`config.mk`:
```
export PLATFORM = sky130hd
export DESIGN_NAME = mem_access_sequencer
export DESIGN_NICKNAME = d
export VERILOG_FILES = /design/src/rtl/mem_access_sequencer.sv
export SDC_FILE = /design/constraint.sdc
export NUM_CORES = 1
export LEC_CHECK = 0
export CAP_MARGIN = 20
export CELL_PAD_IN_SITES_DETAIL_PLACEMENT = 1
export CELL_PAD_IN_SITES_GLOBAL_PLACEMENT = 2
export CORE_MARGIN = 8
export CORE_UTILIZATION = 34
export CTS_CLUSTER_SIZE = 25
export DETAILED_ROUTE_END_ITERATION = 10
export PLACE_DENSITY = 0.95
export SLEW_MARGIN = 20
export SYNTH_ARGS = -nofsm -noshare
export SYNTH_HDL_FRONTEND = slang
export SYNTH_SLANG_ARGS = --single-unit
```
`constraint.sdc`:
```
create_clock -name Clk -period 6 [get_ports Clk]
set_input_delay 0.9 -clock Clk [delete_from_list [all_inputs] [get_ports Clk]]
set_output_delay 0.9 -clock Clk [all_outputs]
set_load 0.005 [all_outputs]
```
`src/rtl/mem_access_sequencer.sv`:
```
// mem_access_sequencer: sequences one SPARC V8 load / store / swap (including
// the ldd/std double-word forms) through MAR, MDR, RAM, the swap temp register
// and the register-file write port, using the MFC handshake for memory waits.
// All outputs are registered: each output flop is loaded from the value that
// belongs to the state being entered, so outputs change on the same edge as
// the state register.

module mem_access_sequencer #(
  parameter int MFC_TIMEOUT = 16,
  parameter int CW          = 5
) (
  input  logic       Clk,
  input  logic       RESET,
  input  logic       start,
  input  logic [5:0] op3,
  input  logic [4:0] rd,
  input  logic [2:0] addr_lo,
  input  logic       MFC,
  output logic       busy,
  output logic       done,
  output logic       trap,
  output logic [2:0] tt,
  output logic       MAR_Enable,
  output logic       MDR_Enable,
  output logic       MDR_Mux_select,
  output logic       RAM_enable,
  output logic [5:0] RAM_OpCode,
  output logic       temp_enable,
  output logic       reg_write,
  output logic [4:0] reg_addr,
  output logic       wb_from_temp,
  output logic       addr_plus4
);

  typedef enum logic [3:0] {
    S_IDLE  = 4'd0,
    S_MAR   = 4'd1,
    S_RREQ  = 4'd2,
    S_RWAIT = 4'd3,
    S_MDR   = 4'd4,
    S_WB    = 4'd5,
    S_SDATA = 4'd6,
    S_WREQ  = 4'd7,
    S_WWAIT = 4'd8,
    S_TMP   = 4'd9,
    S_DONE  = 4'd10,
    S_TRAP  = 4'd11
  } state_t;

  typedef enum logic [2:0] {
    K_ILL   = 3'd0,
    K_LOAD  = 3'd1,
    K_LDD   = 3'd2,
    K_STORE = 3'd3,
    K_STD   = 3'd4,
    K_SWAP  = 3'd5
  } kind_t;

  localparam logic [2:0] TT_ALIGN   = 3'b001;
  localparam logic [2:0] TT_ILLEGAL = 3'b010;
  localparam logic [2:0] TT_TIMEOUT = 3'b011;
  localparam logic [CW-1:0] CNT_LIMIT = CW'(MFC_TIMEOUT);

  // Classify an op3 value into the access kind the sequencer understands.
  function automatic kind_t op_kind(input logic [5:0] op);
    kind_t k;
    case (op)
      6'b000000, 6'b000001, 6'b000010, 6'b001001, 6'b001010: k = K_LOAD;
      6'b000011:                                             k = K_LDD;
      6'b000100, 6'b000101, 6'b000110:                       k = K_STORE;
      6'b000111:                                             k = K_STD;
      6'b001111:                                             k = K_SWAP;
      default:                                               k = K_ILL;
    endcase
    return k;
  endfunction

  // Alignment rule per access size: word/swap on 4, half on 2, double on 8.
  function automatic logic misaligned(input logic [5:0] op, input logic [2:0] a);
    logic m;
    case (op)
      6'b000000, 6'b000100, 6'b001111: m = (a[1:0] != 2'b00);
      6'b000010, 6'b001010, 6'b000110: m = a[0];
      6'b000011, 6'b000111:            m = (a != 3'b000);
      default:                         m = 1'b0;
    endcase
    return m;
  endfunction

  state_t        state_q, state_d;
  logic [5:0]    op3_q, op3_d;
  logic [4:0]    rd_q, rd_d;
  logic          half_q, half_d;
  logic [CW-1:0] cnt_q, cnt_d;
  logic [CW-1:0] cnt_inc;
  logic [2:0]    tt_q, tt_d;
  kind_t         kind_in, kind_q, kind_d;

  logic       busy_q, busy_d;
  logic       done_q, done_d;
  logic       trap_q, trap_d;
  logic       mar_en_q, mar_en_d;
  logic       mdr_en_q, mdr_en_d;
  logic       mdr_sel_q, mdr_sel_d;
  logic       ram_en_q, ram_en_d;
  logic       temp_en_q, temp_en_d;
  logic       reg_wr_q, reg_wr_d;
  logic [4:0] reg_addr_q, reg_addr_d;
  logic       wb_temp_q, wb_temp_d;
  logic       plus4_q, plus4_d;

  assign kind_in = op_kind(op3);
  assign kind_q  = op_kind(op3_q);
  assign kind_d  = op_kind(op3_d);
  assign cnt_inc = cnt_q + CW'(1);

  // Next-state logic: operand checks in IDLE, path selection and MFC timeout.
  always_comb begin
    state_d = state_q;
    op3_d   = op3_q;
    rd_d    = rd_q;
    half_d  = half_q;
    cnt_d   = '0;
    tt_d    = tt_q;
    case (state_q)
      S_IDLE: begin
        if (start) begin
          if (kind_in == K_ILL) begin
            state_d = S_TRAP;
            tt_d    = TT_ILLEGAL;
          end else if (misaligned(op3, addr_lo)) begin
            state_d = S_TRAP;
            tt_d    = TT_ALIGN;
          end else if ((kind_in == K_LDD || kind_in == K_STD) && rd[0]) begin
            state_d = S_TRAP;
            tt_d    = TT_ILLEGAL;
          end else begin
            state_d = S_MAR;
            op3_d   = op3;
            rd_d    = rd;
            half_d  = 1'b0;
          end
        end else begin
          state_d = S_IDLE;
        end
      end
      S_MAR: begin
        if (kind_q == K_STORE || kind_q == K_STD) begin
          state_d = S_SDATA;
        end else begin
          state_d = S_RREQ;
        end
      end
      S_RREQ:  state_d = S_RWAIT;
      S_RWAIT: begin
        if (MFC) begin
          state_d = S_MDR;
        end else if (cnt_inc == CNT_LIMIT) begin
          state_d = S_TRAP;
          tt_d    = TT_TIMEOUT;
        end else begin
          cnt_d = cnt_inc;
        end
      end
      S_MDR: begin
        if (kind_q == K_SWAP) begin
          state_d = S_TMP;
        end else begin
          state_d = S_WB;
        end
      end
      S_TMP:   state_d = S_SDATA;
      S_SDATA: state_d = S_WREQ;
      S_WREQ:  state_d = S_WWAIT;
      S_WWAIT: begin
        if (MFC) begin
          if (kind_q == K_SWAP) begin
            state_d = S_WB;
          end else if (kind_q == K_STD && !half_q) begin
            state_d = S_MAR;
            half_d  = 1'b1;
          end else begin
            state_d = S_DONE;
          end
        end else if (cnt_inc == CNT_LIMIT) begin
          state_d = S_TRAP;
          tt_d    = TT_TIMEOUT;
        end else begin
          cnt_d = cnt_inc;
        end
      end
      S_WB: begin
        if (kind_q == K_LDD && !half_q) begin
          state_d = S_MAR;
          half_d  = 1'b1;
        end else begin
          state_d = S_DONE;
        end
      end
      S_DONE:  state_d = S_IDLE;
      S_TRAP:  state_d = S_IDLE;
      default: state_d = S_IDLE;
    endcase
  end

  // Output decode for the state being entered, so the output flops track it.
  always_comb begin
    busy_d     = (state_d != S_IDLE);
    done_d     = 1'b0;
    trap_d     = 1'b0;
    mar_en_d   = 1'b0;
    mdr_en_d   = 1'b0;
    mdr_sel_d  = 1'b0;
    ram_en_d   = 1'b0;
    temp_en_d  = 1'b0;
    reg_wr_d   = 1'b0;
    reg_addr_d = 5'd0;
    wb_temp_d  = 1'b0;
    plus4_d    = 1'b0;
    case (state_d)
      S_MAR: begin
        mar_en_d = 1'b1;
        plus4_d  = half_d;
      end
      S_RREQ, S_RWAIT: begin
        ram_en_d  = 1'b1;
        mdr_sel_d = 1'b1;
      end
      S_MDR: begin
        mdr_en_d  = 1'b1;
        mdr_sel_d = 1'b1;
      end
      S_WB: begin
        reg_wr_d   = 1'b1;
        reg_addr_d = rd_d | {4'b0000, half_d};
        wb_temp_d  = (kind_d == K_SWAP);
      end
      S_SDATA: begin
        reg_addr_d = rd_d | {4'b0000, half_d};
        mdr_en_d   = 1'b1;
      end
      S_WREQ, S_WWAIT: ram_en_d  = 1'b1;
      S_TMP:           temp_en_d = 1'b1;
      S_DONE:          done_d    = 1'b1;
      S_TRAP:          trap_d    = 1'b1;
      default:         busy_d    = (state_d != S_IDLE);
    endcase
  end

  // State, operand latches, timeout counter and registered outputs.
  always_ff @(posedge Clk or posedge RESET) begin
    if (RESET) begin
      state_q    <= S_IDLE;
      op3_q      <= 6'd0;
      rd_q       <= 5'd0;
      half_q     <= 1'b0;
      cnt_q      <= '0;
      tt_q       <= 3'd0;
      busy_q     <= 1'b0;
      done_q     <= 1'b0;
      trap_q     <= 1'b0;
      mar_en_q   <= 1'b0;
      mdr_en_q   <= 1'b0;
      mdr_sel_q  <= 1'b0;
      ram_en_q   <= 1'b0;
      temp_en_q  <= 1'b0;
      reg_wr_q   <= 1'b0;
      reg_addr_q <= 5'd0;
      wb_temp_q  <= 1'b0;
      plus4_q    <= 1'b0;
    end else begin
      state_q    <= state_d;
      op3_q      <= op3_d;
      rd_q       <= rd_d;
      half_q     <= half_d;
      cnt_q      <= cnt_d;
      tt_q       <= tt_d;
      busy_q     <= busy_d;
      done_q     <= done_d;
      trap_q     <= trap_d;
      mar_en_q   <= mar_en_d;
      mdr_en_q   <= mdr_en_d;
      mdr_sel_q  <= mdr_sel_d;
      ram_en_q   <= ram_en_d;
      temp_en_q  <= temp_en_d;
      reg_wr_q   <= reg_wr_d;
      reg_addr_q <= reg_addr_d;
      wb_temp_q  <= wb_temp_d;
      plus4_q    <= plus4_d;
    end
  end

  assign busy           = busy_q;
  assign done           = done_q;
  assign trap           = trap_q;
  assign tt             = tt_q;
  assign MAR_Enable     = mar_en_q;
  assign MDR_Enable     = mdr_en_q;
  assign MDR_Mux_select = mdr_sel_q;
  assign RAM_enable     = ram_en_q;
  assign RAM_OpCode     = op3_q;
  assign temp_enable    = temp_en_q;
  assign reg_write      = reg_wr_q;
  assign reg_addr       = reg_addr_q;
  assign wb_from_temp   = wb_temp_q;
  assign addr_plus4     = plus4_q;

endmodule

```
======== Yosys cells after proc, flatten, opt, wreduce, memory -nomap -nowiden ========
Memories as Yosys holds them, arrays and structs flattened.
Index checks and enable logic that the tools add are counted.
storage, ports and cells
  memories kept ........................... 3
  output and inout bits ................... 25
  flip-flop bits (word level) ............. 40
  ROM bits ................................ 144
  input port bits ......................... 18
operators by class
  reductions and logical operators ........ 25
  muxes and demuxes ....................... 60
  add/sub/neg operators ................... 1
  equal/unequal tests ..................... 39
  bitwise gates (word level) .............. 1
memories
  name              depth  width  read ports  clocked after Yosys merged registers in  write ports  line  text
  (name not given)  16     3      1           0                                        0            67    case (op)
  (name not given)  16     3      1           0                                        0            67
  (name not given)  16     3      1           0                                        0            67
operators with widths
  cell                                                 number
  2-to-1 mux 5 bit                                     9
  2-to-1 mux 4 bit                                     11
  one-hot mux 4 bit (10 select lines)                  1
  equality test 4 x 3 -> 1 bit, second input constant  8
  2-to-1 mux 3 bit                                     10
  2-to-1 mux 6 bit                                     5
  equality test 4 bit, second input constant           6
  2-to-1 mux 1 bit                                     21
  equality test 6 x 3 -> 1 bit, second input constant  3
  equality test 4 x 2 -> 1 bit, second input constant  4
  equality test 3 bit, second input constant           4
  equality test 6 x 2 -> 1 bit, second input constant  2
  equality test 6 x 4 -> 1 bit, second input constant  2
  equality test 3 x 2 -> 1 bit, second input constant  3
  OR reduction 3 bit                                   3
  equality test 4 x 1 -> 1 bit, second input constant  2
  OR reduction 2 bit                                   4
  logical NOT 2 bit                                    3
  logical NOT 6 bit                                    1
  one-hot mux 1 bit (3 select lines)                   2
  one-hot mux 3 bit (2 select lines)                   1
  adder 5 x 1 -> 5 bit, second input constant          1
  equality test 5 bit, second input constant           1
  bitwise OR 5 x 1 -> 5 bit                            1
  13 further kinds                                     18

======== Longest topological paths before layout ========
  depth after elaboration ................. 14
  depth in mapped cells ................... 12
  mapped depth without buffers ............ 11

======== Worst setup path before layout ========
No wires, ideal clock.
  kind .................................... input-to-reg
  from .................................... in op3[0]
  to ...................................... reg wb_temp_q (netlist: wb_from_temp)
  cell stages on the path ................. 11
  data required time ...................... 5.895 ns
  setup time .............................. 0.105 ns
  arrival time ............................ 2.840 ns
  path buffers ............................ 1
  setup slack ............................. 3.055 ns
  path through ............................ inv_1 > ha_1 > nand2b_1 > a311o_1 > nor4_4 > nand2_1 > buf_2 > o21ai_0 > ha_1 > nand3b_1 > nor4b_1
on the way
  cells in the longest elaborated chain, start to end .. 14
RTL lines
  what                                                   line      text
  start: declaration                                     15        input logic [5:0] op3,
  memory read (16 x 3 bit) (tied with other cells)       n/a
  2-to-1 mux 3 bit (tied with other cells)               67
  equality test 3 x 2 -> 1 bit (tied with other cells)   134       end else if ((kind_in == K_LDD || kind_in == K_STD) && rd[0]) begin
  logical OR 1 bit or 2-to-1 mux 1 bit (tied branches)   134, 128
  logical AND 1 bit or 2-to-1 mux 1 bit (tied branches)  134, 127
  2-to-1 mux 6 bit or 2-to-1 mux 1 bit (tied branches)   134, 125
  2-to-1 mux 6 bit                                       131       end else if (misaligned(op3, addr_lo)) begin
  2-to-1 mux 6 bit (*)                                   128       if (kind_in == K_ILL) begin
  2-to-1 mux 6 bit (*)                                   127       if (start) begin
  2-to-1 mux 6 bit (*)                                   125       case (state_q)
  via op3_d[1]                                           91        logic [5:0] op3_q, op3_d;
  memory read (16 x 3 bit) (*)                           n/a
  2-to-1 mux 3 bit (*)                                   67
  equality test 3 bit (*)                                236       wb_temp_d = (kind_d == K_SWAP);
  2-to-1 mux 1 bit (*)                                   220       case (state_d)
  via wb_temp_d                                          109       logic wb_temp_q, wb_temp_d;
  end signal: assignment                                 288       wb_temp_q <= wb_temp_d;
  end: declaration                                       109
The timed path passes the listed nets; every way through them passes the cells marked *. The select of a mux whose other input is x is not followed.
A chain may end at the register's enable or synchronous reset.

======== Final worst setup path ========
Same ends and word-level chain as after synthesis.

==> out/qor.csv <==
stage,metric,value,unit
run_status,outcome,"complete, no violations",
setup_path,Setup CP Type,input pin to register,
timing,Period minus WS final,3.613,ns
route,WL/cell,17.90,um
setup_path,worst r2r src,state_q[0]$_DFF_PP0_,
route,Post-route DRC,0,
setup_path,CP max FO,12,
floorplanning,die width,94.49,um
place,number of port buffers,41,
timing,slew margin rel.,0.4806,
setup_path,CP Data Required Time,6.18,ns
timing,worst setup margin,2.387,ns
route,routed wire length,5783,um
cells_and_area,post-route insts no fill,323,
grt,vias in the first global route,1873,
clocking,htree depth,2,
timing,Worst Max-Slew Pin Slew,0.7709,ns
logic_synthesis,Cells after Synth,204,
place,Placement Setup Slack,2.178,ns
setup_path,reg2reg path depth,8,
setup_path,Worst path top cell family by delay,simple AND/OR/NAND/NOR gates,
clocking,clock slew at reported path FFs,0.08,ns
run,Max Cap Viol,0,
min_path,HP Start,rd_q[0]$_DFF_PP0_,
place,Placed Area,2575,um^2
setup_path,r2r setup slk,3.21,ns
logic_synthesis,Area contributors post-synth,"dfrtp_1, ha_1, mux2_2",
route,"antenna viol nets, final",0,
timing,final setup TNS,0,ns
floorplanning,starting utilization of the core area,0.3517,
logic_synthesis,sequential share of the synthesized area,0.4659,
logic_synthesis,Post-synth EDFFs,0,
clocking,CTS resizes,0,
setup_path,Setup crit start kind,input pin,
logic_synthesis,mapped cell area,2095,um^2
grt,largest net degree at the start of global routing,40,
timing,Max Freq,276.8,MHz
cells_and_area,ant diodes,0,
route,first-pass detailed-route iteration total,4,
clocking,post-CTS setup buffer count,0,
cells_and_area,"Design Area, Final",2711,um^2
clocking,clock sinks,39,
pwr,maximum vdd drop,0.0001576,V
logic_synthesis,Unique masters post-synth,55,
logic_synthesis,syn nets,230,
min_path,Hold WC Path Type,register to register,
floorplanning,Die Ht,94.49,um
logic_synthesis,share of the synthesized area in the top cell type,0.4659,
timing,unrepaired setup endpoints after global routing,false,
setup_path,CP endpoint kind,register,
logic_synthesis,Seq cells post-synth,39,
timing,fin crit share,0.6022,
setup_path,Crit path largest cell delay,0.51,ns
clocking,Clock Latency Late Sink,0.30,ns
floorplanning,I/O pins,43,
cells_and_area,share of cells above drive strength 1,0.1129,
setup_path,crit path DAT,3.80,ns
clocking,CTS tree,yes,
timing,minimum hold slack,0.4883,ns
place,RD Place Congestion,0.8221,
grt,first-pass GRT wire length,9632,um
floorplanning,Core Footprint,5956,um^2
logic_synthesis,Syn Area/Cell,10.27,um^2
setup_path,WP buf/inv,2,
route,1st-iter DRT viols,73,
cells_and_area,Layout Nets,273,
clocking,CTS max path bufs,2,
logic_synthesis,most numerous cell in the Yosys netlist,dfrtp_1,
place,Inst Count DP,315,
timing,final setup fails,0,
grt,remaining global-route overflow,0,
grt,gr usage total,0.1386,
timing,Worst Skew,0.006779,ns
route,vias,1698,
route,number of vias per cell,5.257,
timing,fin. max-slew vios,0,
min_path,Worst Hold End,rd_q[0]$_DFF_PP0_,
min_path,Worst Hold Depth,2,
setup_path,CP most frequent cell,ha_1,
clocking,cts-stage hold buffer count,0,
setup_path,crit path cell chain,"clkdlybuf4s50_1, inv_1, ha_1, nand2b_1, a311o_1, nor4_4, nand2_1, o21ai_0, ha_1, nand3b_1, nor4b_1",
clocking,CTS Root Cell,clkbuf_8,
clocking,Num CTS Buffers,5,
floorplanning,Die Area,8927,um^2
setup_path,slowest CP cell,clkdlybuf4s50_1,
logic_synthesis,synth warn,0,
timing,Final Hold Viols,0,
logic_synthesis,"top cells by count, synth","dfrtp_1, nand2_1, nor2_1, inv_1, a21oi_1",
grt,antenna violations before repair,0,
place,hpwl dp,4201,um
logic_synthesis,"FFs w/ async S/R, synth",1.000,
floorplanning,Rows,28,
cells_and_area,P&R area growth vs syn,29.45,%
logic_synthesis,leading area contributor after synthesis,dfrtp_1,
pwr,Power Density,399.7,nW/um^2
setup_path,reg2reg end,wb_from_temp$_DFF_PP0_,
pwr,static leakage,1.176,nW
logic_synthesis,"Top FF cell, synth",dfrtp_1,
==> layer usage <==
metal / global-route usage / part of all wire / routed length, um / vias up
met5: 0 / 0 / 0 / -
met1: 0.1602 / 0.42 / 2455 / 840
met4: 0.05592 / 0.019 / 109 / 0
met2: 0.2422 / 0.52 / 3015 / 32
li1: - / - / - / 817
met3: 0.03095 / 0.035 / 203 / 9
==> per-stage QoR <==
| stage | power, mW | utilization |
|---|---|---|
| after floorplan | 0.6409 | - |
| after global placement | 0.8095 | 0.4324 |
| after detailed placement | 0.8223 | 0.4324 |
| after CTS | 1.096 | 0.4553 |
| after global routing | 1.151 | 0.4553 |
| final | 1.084 | 0.4553 |
==> kinds of logic (layout without fill, tap and decap cells) <==
| family | Yosys count | in the layout | share of synthesized area |
|---|---|---|---|
| and+or+nand+nor | 81 | 81 | 0.2300 |
| AOI/OAI and AO/OA | 46 | 46 | 0.1595 |
| DFF | 39 | 39 | 0.4660 |
| buffers and inverters | 17 | 61 | 0.03465 |
| muxes | 9 | 9 | 0.04779 |
| adders and majority gates | 8 | 8 | 0.04779 |
| xor gates and xnor gates | 3 | 3 | 0.01255 |
| other | 1 | 1 | 0.001790 |
==> cells in the final DEF (no fill, tap or decap), types with 7 or more instances in the layout <==
cell / n
nand3_1: 7
dfrtp_1: 39
a21oi_1: 10
clkdlybuf4s50_1: 41
ha_1: 8
o21ai_0: 9
nor2_1: 13
mux2_2: 8
nand2_1: 14
inv_1: 11
==> cell type report <==
| class | count | area (um^2) |
|---|---|---|
| fillers | 688 | 3244 |
| multi-input cells | 148 | 1046 |
| flip-flops and latches | 39 | 975.9 |
| repair buffers | 42 | 417.9 |
| well taps | 75 | 93.84 |
| clock buffers | 5 | 68.82 |
| clock inverters | 3 | 67.56 |
| inverters | 11 | 41.29 |
==> power by group <==
| group | leakage, nW | internal (mW) | switching, mW |
|---|---|---|---|
| Sequential | 0.508 | 0.335 | 0.0758 |
| Clock | 0.0644 | 0.166 | 0.0991 |
| Combinational | 0.604 | 0.203 | 0.206 |
==> worst max path at each step <==
stage | end | start | depth (start not counted) | slack (ns)
CTS | wb_from_temp$_DFF_PP0_ | op3[0] | 11 | 2.40
global placement | wb_from_temp$_DFF_PP0_ | op3[1] | 11 | 2.27
detailed placement | wb_from_temp$_DFF_PP0_ | op3[0] | 11 | 2.18
floorplan | wb_from_temp$_DFF_PP0_ | op3[0] | 11 | 3.06
global route | wb_from_temp$_DFF_PP0_ | op3[0] | 11 | 2.12
finish | wb_from_temp$_DFF_PP0_ | op3[0] | 11 | 2.39
==> flip-flops by register name, indices dropped and copies added, names as in the netlist <==
signal	count
busy	1
reg_write	1
RAM_enable	1
cnt_q	5
wb_from_temp	1
MDR_Enable	1
done	1
addr_plus4	1
tt	2
temp_enable	1
reg_addr	5
state_q	4
MDR_Mux_select	1
rd_q	5
trap	1
RAM_OpCode	6
half_q	1
MAR_Enable	1
==> worst reg2reg max path, cell delays in order (launching register included) <==
cell and delay (ns):
dfrtp_1 0.54, nor2_2 0.27, nand3_1 0.22, nor4_4 0.39, nand2_1 0.34, o21ai_0 0.35, ha_1 0.20, nand3b_1 0.08
nor4b_1 0.29
(Power assumes the default switching activity.)
